[src/rtl/rca_pkg.sv]
// Shared constants for the ripple-carry adder: default width and register reset values.
package rca_pkg;

  localparam int DEFAULT_WIDTH = 32;

  // Sized at the maximum legal width; users slice down to their own WIDTH.
  localparam logic [63:0] RST_SUM   = '0;
  localparam logic        RST_COUT  = 1'b0;
  localparam logic        RST_OVF   = 1'b0;
  localparam logic        RST_VALID = 1'b0;

endpackage

[src/rtl/full_adder.sv]
// Single-bit full adder, the cell that every carry chain in the adder is built from.
// Purely combinational, zero latency, no flow control.
module full_adder (
  input  logic a,
  input  logic b,
  input  logic cin,
  output logic s,
  output logic cout
);

  logic p;

  assign p    = a ^ b;
  assign s    = p ^ cin;
  assign cout = (a & b) | (cin & p);

endmodule

[src/rtl/ripple_carry_adder.sv]
// Ripple-carry adder: combinational sum (carry-in 0) plus a registered sum/carry/overflow path with carry-in.
// Registered path has 1-cycle latency and accepts a new operand pair every cycle; no backpressure.
module ripple_carry_adder
  import rca_pkg::*;
#(
  parameter int WIDTH = DEFAULT_WIDTH
) (
  input  logic [WIDTH-1:0] a,
  input  logic [WIDTH-1:0] b,
  output logic [WIDTH-1:0] sum,
  input  logic             clk,
  input  logic             rst_n,
  input  logic             cin,
  input  logic             in_valid,
  output logic [WIDTH-1:0] sum_q,
  output logic             cout_q,
  output logic             ovf_q,
  output logic             out_valid
);

  logic [WIDTH:0]   comb_carry;
  logic [WIDTH:0]   reg_carry;
  logic [WIDTH-1:0] sum_d;
  logic             cout_d;
  logic             ovf_d;
  logic             comb_carry_unused;

  assign comb_carry[0] = 1'b0;
  assign reg_carry[0]  = cin;

  // Two separate chains so the combinational sum never sees cin.
  for (genvar i = 0; i < WIDTH; i++) begin : g_bit
    full_adder u_fa_comb (
      .a    (a[i]),
      .b    (b[i]),
      .cin  (comb_carry[i]),
      .s    (sum[i]),
      .cout (comb_carry[i+1])
    );

    full_adder u_fa_reg (
      .a    (a[i]),
      .b    (b[i]),
      .cin  (reg_carry[i]),
      .s    (sum_d[i]),
      .cout (reg_carry[i+1])
    );
  end

  assign comb_carry_unused = comb_carry[WIDTH];
  assign cout_d = reg_carry[WIDTH];
  // Signed overflow: carry into the MSB disagrees with carry out of it.
  assign ovf_d  = reg_carry[WIDTH] ^ reg_carry[WIDTH-1];

  always_ff @(posedge clk or negedge rst_n) begin
    if (!rst_n) begin
      sum_q     <= RST_SUM[WIDTH-1:0];
      cout_q    <= RST_COUT;
      ovf_q     <= RST_OVF;
      out_valid <= RST_VALID;
    end else begin
      out_valid <= in_valid;
      if (in_valid) begin
        sum_q  <= sum_d;
        cout_q <= cout_d;
        ovf_q  <= ovf_d;
      end
    end
  end

endmodule

[config.mk]
export PLATFORM = sky130hd
export DESIGN_NAME = ripple_carry_adder
export DESIGN_NICKNAME = d
export VERILOG_FILES = /design/src/rtl/rca_pkg.sv /design/src/rtl/full_adder.sv /design/src/rtl/ripple_carry_adder.sv
export SDC_FILE = /design/constraint.sdc
export NUM_CORES = 1
export LEC_CHECK = 0
export ABC_CLOCK_PERIOD_IN_PS = 16500
export CAP_MARGIN = 20
export CORE_ASPECT_RATIO = 1.5
export CORE_MARGIN = 10
export CORE_UTILIZATION = 43
export DETAILED_ROUTE_END_ITERATION = 6
export GPL_TIMING_DRIVEN = 0
export PLACE_DENSITY = 0.87
export SYNTH_ARGS = -nofsm -noshare
export SYNTH_HDL_FRONTEND = slang
export SYNTH_SLANG_ARGS = --single-unit
export TNS_END_PERCENT = 30
[constraint.sdc]
create_clock -name clk -period 16.5 [get_ports clk]
set_input_delay 1.65 -clock clk [delete_from_list [all_inputs] [get_ports clk]]
set_output_delay 1.65 -clock clk [all_outputs]
set_load 0.02 [all_outputs]
==> results.py, run 1 <==
metrics = {
    "clock_network": {
        "path_clk_slew_ns": 0.06,
        "cts_tree": "built",
        "ctsLongestPathBuffers": 2,
        "clock_latency_ns": 0.27,
        "clock-root-buffer": "clkbuf_8",
        "cts_post_setup_buffers_inserted": 0,
        "cts_hold_buf": 0,
        "cts_buffers": 5,
        "htreeDepth": 2,
        "cts-resized-gates": 2,
        "cts.sinks": 35,
    },
    "power": {
        "p_clk_share_pct": 13.5,
        "p_comb_share_pct": 58.1,
        "swShare_pct": 34.8,
        "p_per_area_nw_per_um2": 91.9,
        "seq_power_share_pct": 28.5,
        "leakage_nw": 1.94,
        "irDropWorstVdd_uv": 42.4,
        "p_sw_mw": 0.143,
        "intPower_mw": 0.269,
    },
    "global_routing": {
        "grt_pass1_wl_um": 11800,
        "grt_pass1_vias": 2233,
        "globalRouteOverflowTotal": 0,
        "antenna_found_initial": 0,
        "grt_util_all_layers_pct": 14.0,
        "grt_max_degree": 36,
    },
    "logic_synthesis": {
        "synthTopCellsByArea": "fa_1 42%, dfrtp_1 29%, mux2_4 13%",
        "yosysTopAreaCell": "fa_1",
        "ys_seq_elements": 35,
        "syn_avg_cell_area_um2": 16.0,
        "ys_types": 14,
        "synth_cells": 186,
        "syn_area_um2": 2980,
        "synth_top_area_share_pct": 41.6,
        "ys_warn_count": 0,
        "synth_seq_area_share_pct": 29.4,
        "synth_nets": 318,
    },
    "worst_setup_path": {
        "cp_common_cell": "fa_1",
        "required_ns": 14.85,
        "start_kind": "input pin",
        "slowest_delay_ns": 0.46,
        "crit_path_end_kind": "output port",
        "crit_fanout": 2,
        "path_class": "input pin to output port",
        "cp.arrival_ns": 14.36,
        "cp_slowest_cell": "clkdlybuf4s50_1",
    },
    "layout": {
        "area_growth_pct": 50.5,
        "n_antenna_cell": 0,
        "final_cell_mix": "131 x clkdlybuf4s50_1, 59 x fa_1, 35 x dfrtp_1",
        "finish.utilization_pct": 65.9,
        "mostFrequentLayoutCell": "clkdlybuf4s50_1",
        "drive_gt1_share_pct": 23.9,
        "ff_latch_area_um2": 876,
        "instances_no_fill": 404,
        "multi_input_area_um2": 1760,
        "fillers": 511,
        "final_nets": 459,
    },
    "drt": {
        "vias": 1871,
        "vias_per_cell": 4.63,
        "firstDrtPassIters": 4,
        "drc": 0,
        "wire_per_inst_um": 17.8,
        "drtAntennaViolNets": 0,
        "drt_iter0_drc": 13,
        "drt_wl_total_um": 7200,
    },
    "outcome": {
        "status": "complete, no violations",
    },
    "timing": {
        "slew_headroom_pct": 48.2,
        "fin_worst_skew_ns": 0,
        "worst_pin_slew_ns": 0.777,
        "setup_viol": 0,
        "rsz0062_at_grt": "no",
        "max_freq_mhz": 62.5,
        "fin_crit_ns": 16.01,
        "maxSlewViolCount": 0,
        "finalHoldViolCount": 0,
        "final.period_utilization_pct": 97.0,
    },
    "floorplan": {
        "rows": 37,
        "ios": 135,
        "dieWidth_um": 88.0,
        "initial_core_util_pct": 43.8,
        "die_area_um2": 10700,
        "fp.dieH_um": 122,
        "core_area_um2": 6810,
    },
    "place": {
        "io_buffers": 134,
        "place_hpwl_um": 6520,
        "gp_congestion": 0.709,
        "dp.cells": 398,
    },
    "run": {
        "drv_cap": 0,
    },
    "worst_hold_path": {
        "holdCritPathClass": "register to register",
    },
}
==> metrics by stage <==
step | cell area (µm²) | TNS, ns | power [mW] | hold slack, ns | setup WS (ns)
after floorplan | 2980 | 0 | 0.245 | 0.605 | 1.50
after global placement | 4420 | -0.0260 | 0.356 | 0.490 | -0.0260
after detailed placement | 4420 | -0.332 | 0.363 | 0.493 | -0.191
after CTS | 4480 | 0 | 0.421 | 0.512 | 0.0509
after global routing | 4490 | 0 | 0.441 | 0.524 | 0.0360
final | 4490 | 0 | 0.413 | 0.507 | 0.488
==> state kept, by name, indices dropped and copies added (netlist names) <==
name / flops
cout_q: 1
out_valid: 1
ovf_q: 1
sum_q: 32
==> cells in the mapped netlist, drive strengths merged <==
| library cell | n |
|---|---|
| buf | 36 |
| fa | 62 |
| dfrtp | 35 |
| inv | 13 |
| xnor2 | 1 |
| nor2 | 2 |
| xor2 | 1 |
| ha | 2 |
| mux2i | 1 |
| a21oi | 2 |
| mux2 | 31 |
==> cell type report <==
class                      instances  share of cell area [%]
buffer                            36                    6.75
clock buffer                       6                    1.62
inverter                          13                    1.09
multi-input combinational        102                    39.3
sequential                        35                    19.5
tap                               78                    2.17
timing repair buffer             134                    29.6
==> worst max-delay path: cells and delay by family <==
kind | cells | cell delay, ns
xor gates and xnor gates | 1 | 0.15
adders and majority gates | 31 | 11.71
buffers and inverters | 5 | 0.83
==> per-layer routing <==
metal | vias to the layer above | share of wire [%] | global-route usage, %
li1 | 831 | - | -
met3 | 4 | 11 | 5.68
met5 | - | 0 | 0
met4 | 0 | 0.47 | 2.50
met1 | 958 | 32 | 14.7
met2 | 78 | 57 | 25.6
==> path summary, 6_finish.rpt <==
check / start / endpoint / slack [ns] / cells past startpoint
setup / recovery: a[0] / sum[31] / 0.49 / 37
hold / removal: sum_q[20] / sum_q[20] / 0.51 / 1
setup reg to reg: sum_q[23] / sum_q[23] / 15.72 / 1
hold reg to reg: sum_q[20] / sum_q[20] / 0.51 / 1
max in group asynchronous: rst_n / sum_q[24] / 14.55 / 1
min in group asynchronous: rst_n / sum_q[1] / 1.45 / 1
==> power groups by stage <==
stage          registers (mW)  logic [mW]  clock network (mW)
3_3_place_gp            0.118       0.237                   0
5_1_grt                 0.121       0.258              0.0619
4_1_cts                 0.118       0.244              0.0589
6_report                0.117       0.240              0.0556
2_1_floorplan           0.143       0.101                   0
3_5_place_dp            0.119       0.244                   0
==> logic make-up after synthesis <==
group	share of synthesized area (%)
AOI/OAI and AO/OA	0.336
xor gates and xnor gates	0.588
adders and majority gates	42.5
buffers and inverters	11.8
DFF	29.4
muxes	15.2
and+or+nand+nor	0.252
(Power assumes the default switching activity.)
==> run 2, diff against run 1 <==
ABC_CLOCK_PERIOD_IN_PS = 18600   (was 16500)
CORE_UTILIZATION = 46   (was 43)
PLACE_DENSITY = 0.91   (was 0.87)
clock period = 18.6 ns   (was 16.5 ns; I/O delays follow)
==> run 2 against run 1 <==
Setup slack improved by 0.93 ns. Register-to-register slack gained 2.1 ns. Die area down 5.3%. Sequential power decreased by 10%. Via count grew 1.9%. Critical endpoint unchanged. Largest cell class unchanged.
==> results.py, run 2 (synthesis gave the netlist of run 1 again) <==
metrics = {
    "outcome": {
        "status": "complete, no violations",
    },
    "timing": {
        "fin_worst_skew_ns": 0,
        "maxSlewViolCount": 0,
        "slew_headroom_pct": 45.1,
        "setup_ws_ns": 1.42,
        "worst_pin_slew_ns": 0.824,
        "rsz0062_at_grt": "no",
        "setup_tns_ns": 0,
        "max_freq_mhz": 58.2,
        "final.period_utilization_pct": 92.4,
        "fin_crit_ns": 17.18,
        "finalHoldViolCount": 0,
        "setup_viol": 0,
    },
    "floorplan": {
        "dieWidth_um": 85.7,
        "core_area_um2": 6220,
        "initial_core_util_pct": 47.9,
        "ios": 135,
        "rows": 35,
        "die_area_um2": 10200,
        "fp.dieH_um": 119,
    },
    "drt": {
        "firstDrtPassIters": 3,
        "drtAntennaViolNets": 0,
        "wire_per_inst_um": 18.4,
        "vias": 1906,
        "vias_per_cell": 4.74,
        "top_layer_used": "met4",
        "route.met3.wl_um": 874,
        "wl_met2_um": 4050,
        "wl_met1_um": 2380,
        "drt_wl_total_um": 7410,
        "drc": 0,
        "drt_iter0_drc": 46,
    },
    "worst_setup_path": {
        "crit_path_end_kind": "output port",
        "path_class": "input pin to output port",
        "rr_worst_depth": 1,
        "start_kind": "input pin",
        "required_ns": 16.74,
        "cp_slowest_cell": "clkdlybuf4s50_1",
        "crit_fanout": 2,
        "cp.arrival_ns": 15.32,
        "cp_common_cell": "fa_1",
        "r2r_start": "sum_q[21]",
        "startpoint": "a[0]",
        "slowest_delay_ns": 0.60,
    },
    "global_routing": {
        "antenna_found_initial": 0,
        "grt_pass1_wl_um": 12200,
        "grt_pass1_vias": 2386,
        "grt_util_all_layers_pct": 14.9,
        "globalRouteOverflowTotal": 0,
        "grt_max_degree": 36,
    },
    "layout": {
        "final_cell_mix": "133 x clkdlybuf4s50_1, 62 x fa_1, 35 x dfrtp_1",
        "drive_gt1_share_pct": 22.6,
        "mostFrequentLayoutCell": "clkdlybuf4s50_1",
        "n_antenna_cell": 0,
        "finalInstanceArea_um2": 4490,
        "finish.utilization_pct": 72.2,
        "area_growth_pct": 50.7,
        "largest_reg_flops": 32,
        "largest-register": "sum_q",
        "final_nets": 459,
    },
    "place": {
        "dp_worst_setup_slack_ns": 1.34,
        "place_area_um2": 4410,
        "gp_congestion": 0.763,
        "place_hpwl_um": 6600,
        "io_buffers": 134,
    },
    "clock_network": {
        "ctsLongestPathBuffers": 2,
        "cts_hold_buf": 0,
        "clock-root-buffer": "clkbuf_8",
        "clock_latency_ns": 0.28,
        "cts-resized-gates": 0,
        "cts_buffers": 5,
        "htreeDepth": 2,
        "path_clk_slew_ns": 0.06,
        "cts_post_setup_buffers_inserted": 0,
        "cts.sinks": 35,
        "cts_tree": "built",
    },
    "worst_hold_path": {
        "holdCritPathClass": "register to register",
        "worstHoldStart": "ovf_q",
        "holdPathStages": 1,
    },
    "power": {
        "fin_total_pwr_mw": 0.372,
        "irDropWorstVdd_uv": 37.7,
        "p_per_area_nw_per_um2": 82.8,
        "leakage_nw": 1.94,
    },
    "run": {
        "drv_cap": 0,
    },
}
## run 2: cell count changes in the layout (fill, tap and decap cells not counted)
cell,before,now
clkbuf_2,1,0
fa_2,3,0
clkinv_2,0,1
clkbuf_1,1,2
fa_1,59,62
clkdlybuf4s50_1,131,133
buf_4,33,32
## run 2: area by class of cell
type	instances	area [µm²]
clock buffer	7	76.3
tap	74	92.6
inverter	13	48.8
fill	421	1730
timing repair buffer	134	1340
multi-input combinational	102	1750
clock inverter	1	5.00
sequential	35	876
buffer	36	303
## run 2: metal layers
metal  vias up  track usage, %
met4         0            3.62
met5         -               0
met1       979            14.4
met2        87            26.6
met3         9            8.04
li1        831               -
## run 2: through the flow
| step | instances | hold WS, ns |
|---|---|---|
| after detailed placement | 394 | 0.498 |
| final | 402 | 0.508 |
| after global placement | 394 | 0.490 |
| after CTS | 402 | 0.515 |
| after global routing | 402 | 0.532 |
| after floorplan | 186 | 0.605 |
## run 2: critical path, delay by kind of cell
family,cells,cell delay [ns]
XOR/XNOR,1,0.14
adder cells (fa/ha/maj),31,11.99
buffers and inverters,5,1.32
## run 2: power breakdown
| group | internal, mW | leakage, nW | switching (mW) |
|---|---|---|---|
| Sequential | 0.0942 | 0.408 | 0.0106 |
| Combinational | 0.120 | 1.49 | 0.0935 |
| Clock | 0.0263 | 0.0422 | 0.0272 |
| Total | 0.240 | 1.94 | 0.131 |
## run 2: final timing paths
kind	endpoint	slack, ns
worst max-delay path	sum[31]	1.42
worst min-delay path	ovf_q	0.51
worst max register to register	sum_q[21]	17.81
worst min register to register	ovf_q	0.51
max in group asynchronous	sum_q[27]	16.41
min in group asynchronous	sum_q[4]	1.66
==> run 3, diff against run 2 <==
CORE_UTILIZATION = 30   (was 46)
PLACE_DENSITY = 0.65   (was 0.91)
==> run 3 against run 2 <==
Combinational power barely moved. Global-route usage fell by 4.5 points. Via count fell by 2.0%. Final area rose by 2.5%. Setup slack improved by 0.16 ns. Final cell count rose by 10%. Clock skew did not move. Die area rose by 42%. Utilization fell by 25 points. Power rose by 7.0%. Clock-buffer cell count fell by 1. Flip-flop and latch count did not move.
==> results.py, run 3 (synthesis gave the netlist of run 1 again) <==
metrics = {
    "outcome": {
        "status": "complete, no violations",
    },
    "drt": {
        "vias": 1868,
        "vias_per_cell": 4.23,
        "firstDrtPassIters": 4,
        "drt_wl_total_um": 7190,
        "drtAntennaViolNets": 0,
        "drc": 0,
        "wire_per_inst_um": 16.3,
        "drt_iter0_drc": 35,
    },
    "layout": {
        "final_nets": 459,
        "multi_input_area_um2": 1750,
        "finalInstanceArea_um2": 4610,
        "finish.utilization_pct": 47.5,
        "largest_reg_flops": 32,
        "fillers": 872,
        "area_growth_pct": 54.5,
        "final_cell_mix": "133 x clkdlybuf4s50_1, 62 x fa_1, 35 x dfrtp_1",
        "ff_latch_area_um2": 876,
        "n_antenna_cell": 0,
        "largest-register": "sum_q",
        "mostFrequentLayoutCell": "clkdlybuf4s50_1",
        "drive_gt1_share_pct": 22.9,
    },
    "run": {
        "drv_cap": 0,
    },
    "floorplan": {
        "die_area_um2": 14400,
        "ios": 135,
        "core_area_um2": 9690,
        "fp.dieH_um": 142,
        "dieWidth_um": 101,
        "initial_core_util_pct": 30.8,
        "rows": 44,
    },
    "worst_setup_path": {
        "crit_path_end_kind": "output port",
        "r2r_start": "sum_q[23]",
        "cp_common_cell": "fa_1",
        "slowest_delay_ns": 0.59,
        "path_class": "input pin to output port",
        "cpLargestDelayFamily": "adder cells",
        "cp.arrival_ns": 15.16,
        "path_buf_inv": 5,
        "crit_fanout": 2,
        "start_kind": "input pin",
        "cp_slowest_cell": "clkdlybuf4s50_1",
        "required_ns": 16.74,
        "startpoint": "a[0]",
    },
    "global_routing": {
        "grt_max_degree": 36,
        "globalRouteOverflowTotal": 0,
        "grt_pass1_wl_um": 11900,
        "grt_pass1_vias": 2248,
        "grt_util_all_layers_pct": 10.4,
        "antenna_found_initial": 0,
    },
    "clock_network": {
        "clock_latency_ns": 0.28,
        "cts_hold_buf": 0,
        "cts_buffers": 5,
        "cts_tree": "built",
        "ctsLongestPathBuffers": 2,
        "path_clk_slew_ns": 0.05,
        "clock-root-buffer": "clkbuf_16",
        "cts-resized-gates": 0,
        "cts_post_setup_buffers_inserted": 0,
        "cts.sinks": 35,
        "htreeDepth": 2,
    },
    "power": {
        "irDropWorstVdd_uv": 63.9,
        "fin_total_pwr_mw": 0.398,
        "p_per_area_nw_per_um2": 86.4,
        "leakage_nw": 1.97,
    },
    "place": {
        "place_area_um2": 4460,
        "gp_congestion": 0.711,
        "dp_worst_setup_slack_ns": 1.47,
        "place_hpwl_um": 6270,
        "io_buffers": 134,
    },
    "timing": {
        "worst_pin_slew_ns": 0.821,
        "rsz0062_at_grt": "no",
        "fin_worst_skew_ns": 0,
        "setup_ws_ns": 1.58,
        "final.period_utilization_pct": 91.5,
        "setup_tns_ns": 0,
        "slew_headroom_pct": 45.3,
        "setup_viol": 0,
        "fin_crit_ns": 17.02,
        "maxSlewViolCount": 0,
        "finalHoldViolCount": 0,
        "max_freq_mhz": 58.8,
    },
    "worst_hold_path": {
        "worstHoldStart": "sum_q[14]",
        "holdCritPathClass": "register to register",
    },
}
[run 3: cell types whose count changed in the layout (fill, tap and decap cells not counted)]
cell       change
clkbuf_1       -2
clkbuf_16      +5
clkbuf_8       -4
[run 3: final timing paths]
kind / depth (start not counted) / slack (ns) / endpoint
setup / recovery: 37 / 1.58 / sum[31]
hold / removal: 1 / 0.51 / sum_q[14]
setup reg to reg: 1 / 17.82 / sum_q[23]
hold reg to reg: 1 / 0.51 / sum_q[14]
max in group asynchronous: 1 / 16.41 / sum_q[23]
min in group asynchronous: 1 / 1.68 / sum_q[5]
[run 3: area by class of cell]
type	count	area share (%)
inverters	13	1.06
multi-input cells	102	38.1
clock inverters	1	0.109
plain buffers	36	6.57
well taps	115	3.12
clock buffers	6	3.02
flip-flops and latches	35	19.0
repair buffers	134	29.0
[run 3: per-stage QoR]
| stage | std cells | hold slack [ns] |
|---|---|---|
| floorplan | 186 | 0.605 |
| global placement | 435 | 0.491 |
| detailed placement | 435 | 0.490 |
| CTS | 442 | 0.511 |
| global route | 442 | 0.518 |
| finish | 442 | 0.506 |
[run 3: routing by layer]
layer	GRT usage, %	up-vias	part of all wire (%)
met2	18.7	75	56
met5	0	-	0
met3	4.23	5	8.5
met1	10.8	957	35
li1	-	831	-
met4	2.43	0	0.96
[run 3: power breakdown]
part           internal [mW]  total [mW]  switching [mW]
combinational          0.119       0.211          0.0914
clock                 0.0522      0.0823          0.0301
sequential            0.0943       0.105          0.0102
total                  0.266       0.398           0.132
